<file path="config.mk">
export PLATFORM = sky130hd
export DESIGN_NAME = hm_nonce_dispatcher
export DESIGN_NICKNAME = d
export VERILOG_FILES = /design/src/rtl/hm_nonce_dispatcher.sv
export SDC_FILE = /design/constraint.sdc
export NUM_CORES = 2
export LEC_CHECK = 0
export ABC_CLOCK_PERIOD_IN_PS = 4500
export BUFFER_PORTS_ARGS = -buffer_cell sky130_fd_sc_hd__buf_2
export CAP_MARGIN = 20
export CORE_AREA = 2 2 656 658
export DETAILED_ROUTE_END_ITERATION = 12
export DIE_AREA = 0 0 658 660
export PLACE_DENSITY = 0.3
export SLEW_MARGIN = 10
export SYNTH_ARGS = -nofsm -noshare
export SYNTH_HDL_FRONTEND = slang
export SYNTH_SLANG_ARGS = --single-unit
export TNS_END_PERCENT = 100
</file>
<file path="constraint.sdc">
create_clock -name clk -period 4.5 [get_ports clk]
set_clock_uncertainty 0.1 [all_clocks]
set_input_delay 0.675 -clock clk [delete_from_list [all_inputs] [get_ports clk]]
set_output_delay 0.675 -clock clk [all_outputs]
set_load 0.05 [all_outputs]
</file>
<file path="src/rtl/hm_nonce_dispatcher.sv">
// hm_nonce_dispatcher: splices nonces into a chunk template and launches
// one hash at a time, stepping an interleaved nonce range until hit or end.
module hm_nonce_dispatcher #(
   parameter int unsigned MODULE_NUM  = 0,
   parameter int unsigned NUM_MODULES = 1
) (
   input  logic         clk,
   input  logic         n_rst,
   input  logic         start_mining,
   input  logic         stop_mining,
   input  logic [31:0]  nonce_start,
   input  logic [31:0]  nonce_end,
   input  logic [511:0] chunk_template,
   input  logic         hash_done,
   input  logic         valid_hash_flag,
   input  logic [255:0] valid_hash,
   output logic         begin_hash,
   output logic         quit_hash,
   output logic [511:0] data_to_hash,
   output logic         busy,
   output logic         found,
   output logic         exhausted,
   output logic [31:0]  found_nonce,
   output logic [255:0] found_hash,
   output logic [31:0]  hash_count
);

   typedef enum logic [2:0] {
      IDLE, LOAD, LAUNCH, WAIT, ABORT, FOUND, EXHAUST
   } state_t;

   state_t       state_q, state_d;
   logic [32:0]  nonce_q;
   logic [31:0]  end_q;
   logic [511:0] tmpl_q;
   logic [32:0]  first_nonce, next_nonce;
   logic         do_start, do_step, do_count, do_cap;

   // 33-bit arithmetic so the range check never wraps past 0xFFFFFFFF
   assign first_nonce = {1'b0, nonce_start} + 33'(MODULE_NUM);
   assign next_nonce  = nonce_q + 33'(NUM_MODULES);

   always_comb begin
      state_d  = state_q;
      do_start = 1'b0;
      do_step  = 1'b0;
      do_count = 1'b0;
      do_cap   = 1'b0;
      unique case (state_q)
         IDLE, FOUND, EXHAUST: begin
            if (stop_mining) begin
               state_d = IDLE;
            end else if (start_mining) begin
               state_d  = LOAD;
               do_start = 1'b1;
            end
         end
         LOAD: begin
            if (stop_mining)
               state_d = ABORT;
            else if (nonce_q > {1'b0, end_q})
               state_d = EXHAUST;
            else
               state_d = LAUNCH;
         end
         LAUNCH: begin
            state_d = stop_mining ? ABORT : WAIT;
         end
         WAIT: begin
            // a hit reported alongside stop is kept rather than thrown away
            if (hash_done && valid_hash_flag) begin
               state_d  = FOUND;
               do_cap   = 1'b1;
               do_count = 1'b1;
            end else if (stop_mining) begin
               state_d = ABORT;
            end else if (hash_done) begin
               do_count = 1'b1;
               if (next_nonce > {1'b0, end_q}) begin
                  state_d = EXHAUST;
               end else begin
                  state_d = LOAD;
                  do_step = 1'b1;
               end
            end
         end
         ABORT: begin
            state_d = IDLE;
         end
         default: begin
            state_d = IDLE;
         end
      endcase
   end

   always_ff @(posedge clk or negedge n_rst) begin
      if (!n_rst)
         state_q <= IDLE;
      else
         state_q <= state_d;
   end

   always_ff @(posedge clk or negedge n_rst) begin
      if (!n_rst) begin
         nonce_q      <= '0;
         end_q        <= '0;
         tmpl_q       <= '0;
         data_to_hash <= '0;
         found_nonce  <= '0;
         found_hash   <= '0;
         hash_count   <= '0;
      end else begin
         if (do_start) begin
            tmpl_q      <= chunk_template;
            end_q       <= nonce_end;
            nonce_q     <= first_nonce;
            found_nonce <= '0;
            found_hash  <= '0;
            hash_count  <= '0;
         end
         if (do_step)
            nonce_q <= next_nonce;
         if (state_q == LOAD)
            data_to_hash <= {tmpl_q[511:416], nonce_q[31:0], tmpl_q[383:0]};
         if (do_count && hash_count != 32'hFFFF_FFFF)
            hash_count <= hash_count + 32'd1;
         if (do_cap) begin
            found_nonce <= nonce_q[31:0];
            found_hash  <= valid_hash;
         end
      end
   end

   assign begin_hash = (state_q == LAUNCH);
   assign quit_hash  = (state_q == ABORT);
   assign busy       = (state_q == LOAD) || (state_q == LAUNCH) ||
                       (state_q == WAIT) || (state_q == ABORT);
   assign found      = (state_q == FOUND);
   assign exhausted  = (state_q == EXHAUST);

endmodule

</file>
==> results.py <==
metrics = {
    "yosys": {
        "syn_avg_cell_area_um2": 10.6,
        "syn-num-nets": 6050,
        "syn-cell-area_mm2": 0.0546,
        "ys_ff_latch": 1380,
        "async_flop_share": 1.00,
        "ys_types": 61,
        "yosys_warnings": 0,
        "synthCells": 5146,
        "yosysSeqAreaShare": 0.632,
        "synth_ff_type": "dfrtp_1",
        "synth-edff-count": 0,
    },
    "floorplanning": {
        "rows": 240,
        "start_util": 0.128,
        "die_x_um": 658,
        "die_h_um": 660,
        "dieArea_mm2": 0.434,
        "core_area_mm2": 0.427,
        "pin_count": 1675,
    },
    "clock_network": {
        "cts_tree": "yes",
        "cts_buffers": 190,
        "root_buffer": "clkbuf_16",
        "clk_path_buf_depth": 4,
        "insertion_delay_ns": 0.90,
        "htreeDepth": 4,
        "clk_pin_slew_worst_paths_ns": 0.06,
        "cts_sinks": 1380,
    },
    "run_status": {
        "status": "complete, no violations",
    },
    "worst_setup_path": {
        "critPathMaxStageDelay_ns": 0.36,
        "crit_top_cell": "buf_4",
        "arrival_ns": 4.94,
        "critical_path_class": "flip-flop to flip-flop",
        "cp.required_ns": 5.13,
        "worstPathMaxFanout": 7,
        "cpMaxStageDelayCell": "dfrtp_1",
        "end_kind": "flip-flop",
        "crit_chain": "ha_1, and3_1, nand3_2, buf_4, nor4_1, buf_4, nand3_1, xnor2_1, ha_1, and4_1, nand4_1, nor4_4, buf_4, nand3_1, o211ai_1, buf_4, buf_4, and4_4, a32o_1, a221o_1",
        "cp-start-kind": "flip-flop",
    },
    "cells_and_area": {
        "nets": 8519,
        "utilization": 0.199,
        "multi_input_area_mm2": 0.0188,
        "drive_above_1_share": 0.341,
        "layout_commonest_cell": "nand2_1",
        "seq_area_mm2": 0.0345,
        "areaGrowthSynthToFinish_pct": 55.1,
        "fin_area_mm2": 0.0847,
        "fill_cells": 47400,
        "most-common-layout-cells": "nand2_1, buf_2, dfrtp_1",
    },
    "global_routing": {
        "antenna_found_initial": 128,
        "grt.busiest_layer": "met2",
        "grt.met1_usage": 0.184,
        "grtUsageMet2": 0.255,
        "grt_overflow": 0,
        "grt_max_degree": 110,
        "grt_pass1_wl_um": 457000,
        "grt_usage": 0.152,
        "grt_use_met3": 0.0573,
        "grt_pass1_vias": 50800,
    },
    "timing": {
        "slew_viol_final": 0,
        "finalCriticalPeriod_ns": 4.31,
        "fmax_ghz": 0.232,
        "fin_tns_setup_ns": 0,
        "setup-violations-final": 0,
        "maxSlewHeadroom": 0.341,
        "hold_viol": 0,
        "min_period_over_period": 0.957,
        "tightest_slew_ns": 0.988,
    },
    "detailed_routing": {
        "wl_per_cell_um": 25.3,
        "drt_iter0_markers": 2856,
        "wirelength_um": 342000,
        "vias_per_cell": 3.58,
        "drtPass1Iterations": 5,
        "drc": 0,
        "antenna_left": 0,
        "num_vias": 48200,
    },
    "place": {
        "dp_hpwl_um": 271000,
        "io_buffers": 1642,
        "post_dp_cell_area_mm2": 0.0707,
        "place_congestion": 0.943,
    },
    "power": {
        "p_leak_nw": 41.2,
        "peakVddDrop_v": 0.000423,
        "power.density_mw_per_mm2": 742,
    },
    "job": {
        "cap_viol_max_count": 0,
    },
    "worst_hold_path": {
        "min-delay-path-class": "input pin to flip-flop",
    },
}
-- synth_stat cells (all sizes together) (6+ instances only) --
library cell,n,share of area
a31oi,6,0.00069
nor4,8,0.0012
xnor2,28,0.0045
a21oi,37,0.0034
nor3,13,0.0014
and4,6,0.0010
nor2,67,0.0047
o21ai,390,0.036
a21o,15,0.0021
a22oi,9,0.0012
inv,55,0.0038
a32o,6,0.0011
mux2,513,0.11
and2,9,0.0010
nand4,24,0.0027
nand2,2073,0.14
a221o,6,0.0011
o31ai,13,0.0019
mux2i,7,0.0013
xor2,6,0.00096
clkbuf,224,0.015
nand3,54,0.0050
ha,66,0.015
and3,18,0.0021
dfrtp,1380,0.63
buf,71,0.0066
-- power breakdown --
| part | total [mW] | internal, mW | switching [mW] |
|---|---|---|---|
| registers | 20.1 | 17.3 | 2.80 |
| clock network | 15.7 | 9.31 | 6.39 |
| logic | 27.1 | 7.76 | 19.4 |
-- cell families after synthesis --
family          share of synthesized area
flops                               0.632
xor+xnor                          0.00545
simple gates                        0.163
buf+inv                            0.0257
mux                                 0.107
compound gates                     0.0513
fa+ha+maj                          0.0151
-- worst max-delay path, delay by kind of cell (launching register included) --
kind	cells	cell delay, ns
AND/OR/NAND/NOR	9	1.46
buffers and inverters	5	0.81
AO/OA/AOI/OAI	3	0.67
adder cells (fa/ha/maj)	2	0.48
flip-flops	1	0.36
XOR/XNOR	1	0.29
-- per-layer routing --
| layer | up-vias | part of all wire |
|---|---|---|
| met4 | 10 | 0.024 |
| li1 | 21800 | - |
| met3 | 446 | 0.090 |
| met5 | - | 0.00020 |
| met2 | 1556 | 0.47 |
| met1 | 24400 | 0.41 |
-- through the flow --
step | worst slack [ns] | instances | power, mW | hold WS, ns
floorplan | 0.406 | 5146 | 36.7 | 0.279
global placement | 0.0350 | 12400 | 47.2 | 0.352
detailed placement | 0.0913 | 12400 | 47.3 | 0.357
CTS | 0.0392 | 13400 | 64.4 | 0.000466
global route | -0.0314 | 13500 | 66.7 | 0.0418
finish | 0.195 | 13500 | 62.9 | 0.0894
-- registers in the layout, summed over array words and instances, names as in the netlist --
register	flops
data_to_hash	512
tmpl_q	480
found_hash	256
nonce_q	33
end_q	32
found_nonce	32
hash_count	32
state_q	3
-- path summary, 6_finish.rpt --
check / start / to / slack, ns / depth (start not counted)
max: nonce_q[1] / nonce_q[23] / 0.19 / 20
max in group asynchronous: n_rst / tmpl_q[273] / 2.59 / 3
min reg2reg: tmpl_q[9] / data_to_hash[9] / 0.36 / 1
min: nonce_end[27] / end_q[27] / 0.09 / 3
max reg2reg: nonce_q[1] / nonce_q[23] / 0.19 / 20
min in group asynchronous: n_rst / found_hash[219] / 0.33 / 2
-- repair_timing --
action | in CTS | in global routing
setup endpoints to repair | 0 | 36
gates resized for setup | 0 | 9
setup buffers | 0 | 0
hold buffers | 755 | 0
hold endpoints to repair | 795 | 0
-- final cells by class --
type | count | area share
Clock inverter | 50 | 0.00818
Tap cell | 5687 | 0.0840
Antenna cell | 29 | 0.000856
Multi-Input combinational cell | 3416 | 0.222
Inverter | 55 | 0.00244
Clock buffer | 288 | 0.0672
Timing Repair Buffer | 2572 | 0.208
Sequential cell | 1380 | 0.408
No activity file was read; power rests on OpenSTA's default activity.
